===== src/rtl/uart_pkg.sv =====
// uart_pkg: receiver states, APB register map and STATUS/CTRL layout
package uart_pkg;

    typedef enum logic [2:0] {IDLE, START, DATA, PARITY, STOP, BREAK} rx_state_t;

    localparam logic [3:0] ADDR_DATA   = 4'h0;
    localparam logic [3:0] ADDR_STATUS = 4'h4;
    localparam logic [3:0] ADDR_CTRL   = 4'h8;

    localparam int ST_EMPTY   = 0;
    localparam int ST_FULL    = 1;
    localparam int ST_OVERRUN = 2;
    localparam int ST_PARITY  = 3;
    localparam int ST_FRAME   = 4;
    localparam int ST_COUNT   = 8;

    localparam logic [1:0] CTRL_RST = 2'b01;

endpackage


===== src/rtl/uart_rx_sync_fifo.sv =====
// uart_rx_sync_fifo: single-clock FIFO where a pop frees its slot before a same-cycle push
module uart_rx_sync_fifo #(
    parameter int WIDTH = 8,
    parameter int DEPTH = 8
) (
    input  logic                       clk,
    input  logic                       rst_n,
    input  logic                       push,
    input  logic [WIDTH-1:0]           din,
    input  logic                       pop,
    output logic [WIDTH-1:0]           dout,
    output logic                       full,
    output logic                       empty,
    output logic                       dropped,
    output logic [$clog2(DEPTH):0]     count
);

    localparam int AW = $clog2(DEPTH);
    localparam int CW = AW + 1;

    logic [WIDTH-1:0] mem [DEPTH];
    logic [AW-1:0]    wp;
    logic [AW-1:0]    rp;
    logic             do_pop;
    logic             do_push;

    assign empty   = count == '0;
    assign full    = count == CW'(DEPTH);
    assign do_pop  = pop & ~empty;
    assign do_push = push & (~full | do_pop);
    assign dropped = push & ~do_push;
    assign dout    = mem[rp];

    // pointers wrap modulo DEPTH; occupancy tracks accepted pushes and pops
    always_ff @(posedge clk) begin
        if (!rst_n) begin
            wp    <= '0;
            rp    <= '0;
            count <= '0;
        end else begin
            wp    <= wp + AW'(do_push);
            rp    <= rp + AW'(do_pop);
            count <= count + CW'(do_push) - CW'(do_pop);
        end
    end

    // storage write for accepted pushes
    always_ff @(posedge clk) begin
        if (do_push) mem[wp] <= din;
    end

endmodule


===== src/rtl/uart_rx_apb_fifo.sv =====
// uart_rx_apb_fifo: oversampling UART receiver with RX FIFO and APB register interface
module uart_rx_apb_fifo
    import uart_pkg::*;
#(
    parameter int DATA_BITS  = 8,
    parameter int OVERSAMPLE = 16,
    parameter int FIFO_DEPTH = 8,
    parameter bit PARITY_EN  = 1'b0,
    parameter bit PARITY_ODD = 1'b0
) (
    input  logic        PCLK,
    input  logic        PRESETn,
    input  logic        tick,
    input  logic        Rx,
    input  logic        PSEL,
    input  logic        PENABLE,
    input  logic        PWRITE,
    input  logic [3:0]  PADDR,
    input  logic [31:0] PWDATA,
    output logic [31:0] PRDATA,
    output logic        PREADY,
    output logic        PSLVERR,
    output logic        RX_Done,
    output logic        irq
);

    localparam int TW = $clog2(OVERSAMPLE);
    localparam int BW = $clog2(DATA_BITS);
    localparam int CW = $clog2(FIFO_DEPTH) + 1;

    rx_state_t            state;
    rx_state_t            state_n;
    logic                 rx_m;
    logic                 rx_s;
    logic [TW-1:0]        tcnt;
    logic [TW-1:0]        tcnt_n;
    logic [BW-1:0]        bcnt;
    logic [BW-1:0]        bcnt_n;
    logic [DATA_BITS-1:0] shreg;
    logic [DATA_BITS-1:0] shreg_n;
    logic                 perr;
    logic                 perr_n;
    logic                 half;
    logic                 mid;
    logic                 push;
    logic                 set_pe;
    logic                 set_fe;
    logic                 enable;
    logic                 irq_en;
    logic                 overrun;
    logic                 parity_err;
    logic                 frame_err;
    logic                 access;
    logic                 rd_data;
    logic                 wr_status;
    logic                 wr_ctrl;
    logic                 pop;
    logic                 full;
    logic                 empty;
    logic                 dropped;
    logic [CW-1:0]        count;
    logic [DATA_BITS-1:0] head;
    logic [15:0]          status;
    logic                 unused_pwdata;

    assign PREADY        = 1'b1;
    assign PSLVERR       = 1'b0;
    assign unused_pwdata = ^PWDATA[31:5];

    // two-flop synchronizer on the asynchronous line, idling high
    always_ff @(posedge PCLK) begin
        if (!PRESETn) {rx_s, rx_m} <= 2'b11;
        else          {rx_s, rx_m} <= {rx_m, Rx};
    end

    assign half = tick && tcnt == TW'(OVERSAMPLE / 2 - 1);
    assign mid  = tick && tcnt == TW'(OVERSAMPLE - 1);

    // next-state, bit timing and end-of-frame strobes; disable aborts any frame
    always_comb begin
        state_n = state;
        tcnt_n  = tick ? tcnt + 1'b1 : tcnt;
        bcnt_n  = bcnt;
        shreg_n = shreg;
        perr_n  = perr;
        push    = 1'b0;
        set_pe  = 1'b0;
        set_fe  = 1'b0;
        if (!enable) begin
            state_n = IDLE;
        end else begin
            case (state)
                IDLE: if (tick && !rx_s) begin
                    state_n = START;
                    tcnt_n  = '0;
                end
                START: if (half) begin
                    state_n = rx_s ? IDLE : DATA;
                    tcnt_n  = '0;
                    bcnt_n  = '0;
                    perr_n  = 1'b0;
                end
                DATA: if (mid) begin
                    shreg_n = {rx_s, shreg[DATA_BITS-1:1]};
                    tcnt_n  = '0;
                    bcnt_n  = bcnt + 1'b1;
                    if (bcnt == BW'(DATA_BITS - 1)) state_n = PARITY_EN ? PARITY : STOP;
                end
                PARITY: if (mid) begin
                    perr_n  = rx_s != (^shreg ^ PARITY_ODD);
                    tcnt_n  = '0;
                    state_n = STOP;
                end
                STOP: if (mid) begin
                    state_n = rx_s ? IDLE : BREAK;
                    push    = rx_s & ~perr & PRESETn;
                    set_pe  = rx_s & perr;
                    set_fe  = ~rx_s;
                end
                BREAK: if (tick && rx_s) state_n = IDLE;
                default: state_n = IDLE;
            endcase
        end
    end

    // receiver state and datapath registers; reset drops any partial frame
    always_ff @(posedge PCLK) begin
        if (!PRESETn) begin
            state <= IDLE;
            tcnt  <= '0;
            bcnt  <= '0;
            shreg <= '0;
            perr  <= 1'b0;
        end else begin
            state <= state_n;
            tcnt  <= tcnt_n;
            bcnt  <= bcnt_n;
            shreg <= shreg_n;
            perr  <= perr_n;
        end
    end

    assign RX_Done = push;

    uart_rx_sync_fifo #(
        .WIDTH(DATA_BITS),
        .DEPTH(FIFO_DEPTH)
    ) u_fifo (
        .clk    (PCLK),
        .rst_n  (PRESETn),
        .push   (push),
        .din    (shreg),
        .pop    (pop),
        .dout   (head),
        .full   (full),
        .empty  (empty),
        .dropped(dropped),
        .count  (count)
    );

    assign access    = PSEL & PENABLE;
    assign rd_data   = access & ~PWRITE & (PADDR == ADDR_DATA);
    assign wr_status = access & PWRITE & (PADDR == ADDR_STATUS);
    assign wr_ctrl   = access & PWRITE & (PADDR == ADDR_CTRL);
    assign pop       = rd_data & ~empty;

    // STATUS word assembly
    always_comb begin
        status                  = '0;
        status[ST_EMPTY]        = empty;
        status[ST_FULL]         = full;
        status[ST_OVERRUN]      = overrun;
        status[ST_PARITY]       = parity_err;
        status[ST_FRAME]        = frame_err;
        status[ST_COUNT +: 8]   = 8'(count);
    end

    // read mux, combinational from PADDR; empty DATA reads return zero
    always_comb begin
        PRDATA = PADDR == ADDR_DATA   ? (empty ? '0 : 32'(head)) :
                 PADDR == ADDR_STATUS ? 32'(status) :
                 PADDR == ADDR_CTRL   ? {30'd0, irq_en, enable} : '0;
    end

    // sticky errors (set beats write-1-to-clear), control register, registered irq
    always_ff @(posedge PCLK) begin
        if (!PRESETn) begin
            overrun           <= 1'b0;
            parity_err        <= 1'b0;
            frame_err         <= 1'b0;
            {irq_en, enable}  <= CTRL_RST;
            irq               <= 1'b0;
        end else begin
            overrun    <= dropped | (overrun & ~(wr_status & PWDATA[ST_OVERRUN]));
            parity_err <= set_pe | (parity_err & ~(wr_status & PWDATA[ST_PARITY]));
            frame_err  <= set_fe | (frame_err & ~(wr_status & PWDATA[ST_FRAME]));
            if (wr_ctrl) {irq_en, enable} <= PWDATA[1:0];
            irq        <= irq_en & (~empty | overrun | parity_err | frame_err);
        end
    end

endmodule


===== config.mk =====
export PLATFORM = sky130hd
export DESIGN_NAME = uart_rx_apb_fifo
export DESIGN_NICKNAME = d
export VERILOG_FILES = /design/src/rtl/uart_pkg.sv /design/src/rtl/uart_rx_sync_fifo.sv /design/src/rtl/uart_rx_apb_fifo.sv
export SDC_FILE = /design/constraint.sdc
export NUM_CORES = 1
export LEC_CHECK = 0
export ABC_CLOCK_PERIOD_IN_PS = 2500
export CAP_MARGIN = 15
export CORE_UTILIZATION = 48
export DETAILED_ROUTE_END_ITERATION = 7
export MAX_ROUTING_LAYER = met4
export PLACE_DENSITY = 0.76
export SLEW_MARGIN = 20
export SYNTH_ARGS = -nofsm -noshare
export SYNTH_HDL_FRONTEND = slang
export SYNTH_SLANG_ARGS = --single-unit

===== constraint.sdc =====
create_clock -name PCLK -period 2.5 [get_ports PCLK]
set_input_delay 0.625 -clock PCLK [delete_from_list [all_inputs] [get_ports PCLK]]
set_output_delay 0.625 -clock PCLK [all_outputs]
set_load 0.005 [all_outputs]

==> results of run 1 <==
synthesized netlist by cell type, drive strengths merged (10+ instances only):
master and count:
a21oi 12, and2 11, buf 27, dfxtp 37
edfxtp 64, ha 13, inv 10, mux2i 20
mux4 16, nand2 17, nand2b 10, nor2 36
kinds of logic after synthesis:
family / Yosys count
xor gates and xnor gates: 15
other: 2
and+or+nand+nor: 112
DFF: 101
buffers and inverters: 46
muxes: 38
AOI/OAI and AO/OA: 28
adders and majority gates: 14
state kept, by name, summed over array words and instances, names as in the netlist:
| name | flops |
|---|---|
| u_fifo.mem | 64 |
| shreg | 8 |
| tcnt | 4 |
| u_fifo.count | 4 |
| bcnt | 3 |
| state | 3 |
| u_fifo.rp | 3 |
| u_fifo.wp | 3 |
| enable | 1 |
| frame_err | 1 |
| irq | 1 |
| irq_en | 1 |
| overrun | 1 |
| parity_err | 1 |
| perr | 1 |
| rx_m | 1 |
| rx_s | 1 |
stage by stage:
step,power (mW),util [%]
2_1_floorplan,1.864,-
3_3_place_gp,1.887,57.04
3_5_place_dp,1.889,57.04
4_1_cts,2.827,60.81
5_1_grt,2.896,61.83
6_report,2.811,61.83
layout make-up:
class	instances	area, sq um
clock buffer	10	127.6
clock inverter	6	53.80
fill	725	3543
inverter	10	37.54
multi-input combinational	229	1924
sequential	101	2669
tap	129	161.4
timing repair buffer	92	767.0
worst max-delay path: cells and delay by family, from the launching register on:
family	cells	cell delay, ps
compound gates	1	320
mux	2	790
flops	1	400
buf+inv	1	140
simple gates	1	70
final timing paths:
kind	start	endpoint	slack [ps]	cells after the start
max reg2reg	u_fifo.count[3]$_SDFF_PN0_	u_fifo.count[2]$_SDFF_PN0_	-20	11
min	rx_m$_SDFF_PN1_	rx_s$_SDFF_PN1_	420	1
max	u_fifo.rp[0]$_SDFF_PN0_	PRDATA[1]	-210	5
min reg2reg	rx_m$_SDFF_PN1_	rx_s$_SDFF_PN1_	420	1
routing by layer:
metal	routed length, um	part of all wire (%)	vias up	GRT usage (%)
met5	0	0	-	-
met4	95	1.1	0	6.132
met3	379	4.2	9	2.994
met2	4388	49	78	31.30
met1	4169	46	1450	25.19
li1	-	-	1417	-
power by group:
group / total [mW] / leakage (nW) / switching (mW) / internal, mW
clock: 0.958 / 0.0894 / 0.578 / 0.380
sequential: 1.76 / 0.979 / 0.00388 / 1.75
combinational: 0.0951 / 1.22 / 0.0485 / 0.0466
repair_timing:
action / 4_1_cts / 5_1_grt
hold buffers: 0 / 0
setup endpoints to repair: 80 / 78
setup buffers: 13 / 4
hold endpoints to repair: 0 / 0
gates resized for setup: 86 / 20
pin swaps: 15 / 13
==> results_tabular.tex, run 1 <==
\begin{tabular}{lr}
\hline
Metric & Value \\
\hline
\multicolumn{2}{l}{\textbf{Worst hold path}} \\
\quad Tightest Hold Check Type & reg -> reg \\
\multicolumn{2}{l}{\textbf{Die}} \\
\quad Top-level I/O count & 79 \\
\quad Die ar. & 10,040 sq um \\
\quad Number of standard-cell rows in the floorplan & 35 \\
\quad Core area & 9284 sq um \\
\quad Effective utilization at floorplan & 49.88\% \\
\quad Die W & 100.2 um \\
\quad Overall die height & 100.2 um \\
\multicolumn{2}{l}{\textbf{Clock tree}} \\
\quad Sinks on the clock net & 101 \\
\quad Worst skew pair latency & $\sim$370 ps \\
\quad H-tree levels & 3 \\
\quad Max Buffers Root-to-Sink & 2 \\
\quad Buffer type at the clock tree root & clkbuf\_8 \\
\quad Clock-pin slew of the registers on the worst-case setup and hold paths & 100 ps \\
\quad TritonCTS buffer count & 9 \\
\quad TritonCTS clock tree & done \\
\multicolumn{2}{l}{\textbf{Place}} \\
\quad Post-placement cell count & 546 \\
\quad Pre-CTS setup slack & -518.0 ps \\
\quad Detailed-placement wirelength estimate & 6227 um \\
\quad Global placer's final weighted congestion & $\sim$0.80 \\
\quad Placement-stage cell area & 5295 sq um \\
\quad Port Buffers & 29 \\
\multicolumn{2}{l}{\textbf{Synthesis}} \\
\quad Post-Synthesis Mean Instance Area & about 13 sq um \\
\quad Top post-synthesis cells by area & edfxtp\_1 42\%, dfxtp\_1 16\%, mux4\_2 5.3\% \\
\quad Adder and majority gate portion of the synthesized area & 3.945\% \\
\quad Fraction of the yosys area taken by sequential cells & roughly 57\% \\
\quad Multiplexer fraction of the synthesized cell area & between 10\% and 20\% \\
\quad Number of distinct library cells after synthesis & 45 \\
\quad Post-Synth XOR/XNOR Area & 3.134\% \\
\quad Share of synthesized flip-flops with an asynchronous set or reset & 0\% \\
\quad Cell Area, Synth & 4631 sq um \\
\quad Post-Synth Simple-Gate Area & approximately an eighth \\
\quad Leading register cell type out of synthesis & edfxtp\_1 \\
\quad Gate count after technology mapping & 356 \\
\quad Largest family of logic cells by synthesized area & multiplexers \\
\quad Synthesis warning total & 0 \\
\quad Yosys reg bits & a little over 100 \\
\quad Share of Yosys cell area claimed by the top area cell type & 41.50\% \\
\quad Synthesized-area fraction occupied by ao, oa, aoi and oai cells & 4.296\% \\
\quad EDFF count, synth & 64 \\
\quad Cell type with the largest total area after synthesis & edfxtp\_1 \\
\multicolumn{2}{l}{\textbf{Timing}} \\
\quad Clock tree skew after final layout & 6.940 ps \\
\quad WHS & 424.2 ps \\
\quad Shortest clock period the worst path allows after layout & 2713 ps \\
\quad RSZ-0062 raised after global routing & true \\
\quad Final Max Tran Viols & 0 \\
\quad Accumulated negative setup slack & -881.0 ps \\
\quad Peak Freq & 368.6 MHz \\
\quad Number of setup violations in the final report & 8 \\
\quad Final hold viol count & 0 \\
\quad Min setup slack post-route & -213.0 ps \\
\quad Share of the cycle needed by the critical path after routing & 108.5\% \\
\multicolumn{2}{l}{\textbf{Detailed routing}} \\
\quad Via density per instance & 5.120 \\
\quad Number of design-rule violations left by the first detailed-router iteration & 154 \\
\quad First drt pass iteration count & 4 \\
\quad Post-detailed-route count of antenna-violating nets & 0 \\
\quad Final WL & 9033 um \\
\quad Detailed-route via count & between 2,000 and 3,000 \\
\quad Final routed wire length divided by cell count & 15.66 um \\
\quad Remaining DRCs & 0 \\
\multicolumn{2}{l}{\textbf{GRT}} \\
\quad Antenna violations before repair & 0 \\
\quad All-Layer GR Usage & roughly a fifth \\
\quad Largest net degree at the start of global routing & 19 \\
\quad Total grt overflow & 0 \\
\quad Vias in the first global route & between 2,000 and 3,000 \\
\quad Wire length of the first global-routing pass & 14,150 um \\
\multicolumn{2}{l}{\textbf{Finish}} \\
\quad Most frequent standard cell in the layout excluding fill and tap cells & edfxtp\_1 \\
\quad Number of diodes & 0 \\
\quad Area overhead of the layout relative to synthesis & 23.97\% \\
\quad Net total in the final layout & 500 \\
\quad Highest-count cells in the layout ignoring fill and taps & 64 x edfxtp\_1, 51 x buf\_4, 34 x nor2\_1, 34 x dfxtp\_1, 22 x conb\_1 \\
\quad Share of final-layout standard cells stronger than drive strength 1 & between 20\% and 30\% \\
\quad Number of cells in the finished layout apart from fillers & 577 \\
\quad Post-route cell area & 5741 sq um \\
\multicolumn{2}{l}{\textbf{Worst setup path}} \\
\quad CP Data Arrival Time & 2090 ps \\
\quad CP max-delay cell & mux4\_2 \\
\quad CP Cell Sequence & mux4\_2 -> mux2\_4 -> a222oi\_1 -> nor3\_1 -> buf\_2 \\
\quad Highest fanout seen on the critical path & 5 \\
\quad Critical path's largest stage delay & around 510 ps \\
\quad Critical path type & reg -> out \\
\quad CP Data Required Time & 1880 ps \\
\quad Critical path capture point type & output port \\
\quad Critical path startpoint category & flip-flop \\
\multicolumn{2}{l}{\textbf{Status}} \\
\quad Failing checks & negative setup slack \\
\quad Status & finished, violations left \\
\multicolumn{2}{l}{\textbf{Power}} \\
\quad Total power per unit cell area & 489.6 nW/um\^{}2 \\
\quad Worst voltage drop across the vdd grid & 0.0002259 V \\
\quad Leak Pwr & 2.285 nW \\
\multicolumn{2}{l}{\textbf{Run}} \\
\quad \# Max-Cap Violations & 0 \\
\hline
\end{tabular}
Note: power is estimated with default switching activity, not from simulation.
==> inputs of run 2 (changes only) <==
ABC_CLOCK_PERIOD_IN_PS = 3020   (was 2500)
CORE_UTILIZATION = 53   (was 48)
GPL_ROUTABILITY_DRIVEN = 0   (was unset)
PLACE_DENSITY = 0.8   (was 0.76)
clock period = 3.02 ns   (was 2.5 ns; I/O delays follow)
==> run 2 against run 1 <==
Effect of this change: sequential share of layout area up 2.2 points; via count up 0.24%; power down 16%; the run still ends with negative setup slack left; critical path depth up 1; critical path type unchanged; setup slack better by 140 ps; highest routed layer unchanged; worst hold slack better by 1.3 ps; register-to-register slack better by 410 ps.
==> results_tabular.tex, run 2 (synthesis gave the netlist of run 1 again) <==
\begin{tabular}{lr}
\hline
Metric & Value \\
\hline
\multicolumn{2}{l}{\textbf{Status}} \\
\quad Status & finished, violations left \\
\quad Failing checks & negative setup slack \\
\multicolumn{2}{l}{\textbf{GRT}} \\
\quad Met1 layer usage reported by global route & around 28\% \\
\quad All-Layer GR Usage & 22.46\% \\
\quad Wire length of the first global-routing pass & 14,370 um \\
\quad Largest net degree at the start of global routing & 23 \\
\quad Antenna violations before repair & 0 \\
\quad Fraction of met2 tracks used by global routing & a little over a third \\
\quad Global-route track usage on met3 & between 3 and 4\% \\
\quad Vias in the first global route & 2,877 \\
\quad Most used routing layer in global routing & met2 \\
\quad Total grt overflow & 0 \\
\multicolumn{2}{l}{\textbf{Place}} \\
\quad Placement-stage cell area & just over 5000 sq um \\
\quad Port Buffers & 29 \\
\quad Pre-CTS setup slack & -354.6 ps \\
\quad Detailed-placement wirelength estimate & 6331 um \\
\multicolumn{2}{l}{\textbf{Finish}} \\
\quad Post-route cell area & 5482 sq um \\
\quad Share of final-layout standard cells stronger than drive strength 1 & between 20 and 25\% \\
\quad Total of fill cells in the finished design & 590 \\
\quad Registers with the most flip-flops & u\_fifo.mem x64, shreg x8 \\
\quad Number of diodes & 0 \\
\quad Most frequent standard cell in the layout excluding fill and tap cells & edfxtp\_1 \\
\quad Area overhead of the layout relative to synthesis & 18.37\% \\
\quad Area occupied by multi-input gates & 1802 sq um \\
\quad Net total in the final layout & 486 \\
\quad Sequential cell area in the final layout & 2666 sq um \\
\quad Highest-count cells in the layout ignoring fill and taps & 64 x edfxtp\_1, 48 x buf\_4, 36 x dfxtp\_1 \\
\quad Biggest register & u\_fifo.mem \\
\quad Final core area utilization & about two thirds \\
\quad Max reg flops & 64 \\
\multicolumn{2}{l}{\textbf{Detailed routing}} \\
\quad Post-detailed-route count of antenna-violating nets & 0 \\
\quad Detailed-route via count & 2,961 \\
\quad Remaining DRCs & 0 \\
\quad Final WL & 9229 um \\
\quad Via density per instance & 5.494 \\
\quad Number of design-rule violations left by the first detailed-router iteration & 184 \\
\quad First drt pass iteration count & 5 \\
\quad Final routed wire length divided by cell count & 17.12 um \\
\multicolumn{2}{l}{\textbf{Clock tree}} \\
\quad H-tree levels & 3 \\
\quad TritonCTS buffer count & 9 \\
\quad Clock-pin slew of the registers on the worst-case setup and hold paths & 100 ps \\
\quad Buffer type at the clock tree root & clkbuf\_8 \\
\quad Max Buffers Root-to-Sink & 2 \\
\quad Worst skew pair latency & 370 ps \\
\quad Sinks on the clock net & 101 \\
\quad TritonCTS clock tree & done \\
\multicolumn{2}{l}{\textbf{Die}} \\
\quad Die W & 95.47 um \\
\quad Overall die height & 95.47 um \\
\quad Effective utilization at floorplan & 55.52\% \\
\quad Number of standard-cell rows in the floorplan & 33 \\
\quad Core area & about 8300 sq um \\
\quad Die ar. & 9115 sq um \\
\quad Top-level I/O count & 79 \\
\multicolumn{2}{l}{\textbf{Worst hold path}} \\
\quad Tightest Hold Check Type & reg -> reg \\
\quad Instance count along the most critical hold path & 1 \\
\multicolumn{2}{l}{\textbf{Power}} \\
\quad Leak Pwr & 2.200 nW \\
\quad Worst voltage drop across the vdd grid & 0.0002850 V \\
\quad Total power per unit cell area & 428.9 nW/um\^{}2 \\
\quad Final total power & 2.351 mW \\
\multicolumn{2}{l}{\textbf{Timing}} \\
\quad WHS & 425.5 ps \\
\quad Min setup slack post-route & -69.24 ps \\
\quad Number of setup violations in the final report & 1 \\
\quad Transition time of the tightest slew-check pin & 534.9 ps \\
\quad Shortest clock period the worst path allows after layout & 3089 ps \\
\quad Final Max Tran Viols & 0 \\
\quad RSZ-0062 raised after global routing & true \\
\quad Clock tree skew after final layout & roughly 11 ps \\
\quad Peak Freq & 323.7 MHz \\
\quad Final hold viol count & 0 \\
\quad Share of the cycle needed by the critical path after routing & 102.3\% \\
\quad Slew headroom & roughly 64\% \\
\multicolumn{2}{l}{\textbf{Worst setup path}} \\
\quad Critical path startpoint category & flip-flop \\
\quad Critical path type & reg -> out \\
\quad Highest fanout seen on the critical path & 11 \\
\quad Reg2reg path depth & 10 \\
\quad CP Data Arrival Time & 2330 ps \\
\quad Critical path capture point type & output port \\
\quad CP Data Required Time & around 2300 ps \\
\multicolumn{2}{l}{\textbf{Run}} \\
\quad \# Max-Cap Violations & 0 \\
\hline
\end{tabular}
## run 2: cell count changes in the layout (fill, tap and decap cells not counted), sizes merged
cell	delta
buf	-20
clkbuf	+1
clkdlybuf4s15	-1
clkdlybuf4s50	+6
clkinv	+2
clkinvlp	-1
dlygate4sd2	-2
dlymetal6s2s	+1
## run 2: final cells by class
cell class,count,area share (%)
Sequential cell,101,48.64
Multi-Input combinational cell,229,32.87
Timing Repair Buffer,78,11.92
Tap cell,105,2.397
Clock buffer,9,2.260
Clock inverter,7,1.233
Inverter,10,0.6848
## run 2: where the power goes
part	switching (mW)	internal [mW]
Combinational	0.0376	0.0351
Sequential	0.00480	1.45
Clock	0.502	0.320
Total	0.544	1.81
## run 2: worst max-delay path, cell delays in order (launching register included)
cell,delay [ps]
dfxtp_4,400
buf_12,160
mux4_2,510
mux2i_1,200
o21ai_1,100
buf_4,140
clkdlybuf4s50_1,440
## run 2: repair_timing
item,4_1_cts,5_1_grt
pin swaps,7,3
setup endpoints to repair,13,8
buffers inserted,10,3
endpoints found under the hold margin,0,0
resized for setup,30,9
hold buffers,0,0
gates cloned,0,0
## run 2: worst paths after layout
path / from / end / slack (ps)
max: u_fifo.rp[0]$_SDFF_PN0_ / PRDATA[4] / -70
min: rx_m$_SDFF_PN1_ / rx_s$_SDFF_PN1_ / 430
max reg2reg: u_fifo.count[2]$_SDFF_PN0_ / u_fifo.mem[0][2]$_DFFE_PP_ / 390
min reg2reg: rx_m$_SDFF_PN1_ / rx_s$_SDFF_PN1_ / 430
## run 2: through the flow
step,TNS (ps),cells
after floorplan,0,376
after global placement,-3881,510
after detailed placement,-7617,510
after CTS,-104.2,536
after global routing,-136.4,539
final,-69.24,539
## run 2: metal layers
metal / share of wire [%] / vias to the layer above
met5: 0 / -
met4: 2.1 / 0
met3: 4.6 / 17
met2: 50 / 111
met1: 43 / 1450
li1: - / 1383
==> inputs of run 3 (changes only) <==
SLEW_MARGIN = unset   (was 20)
==> results of run 3 <==
Final layout, timing and power as in run 2 (identical DEF).
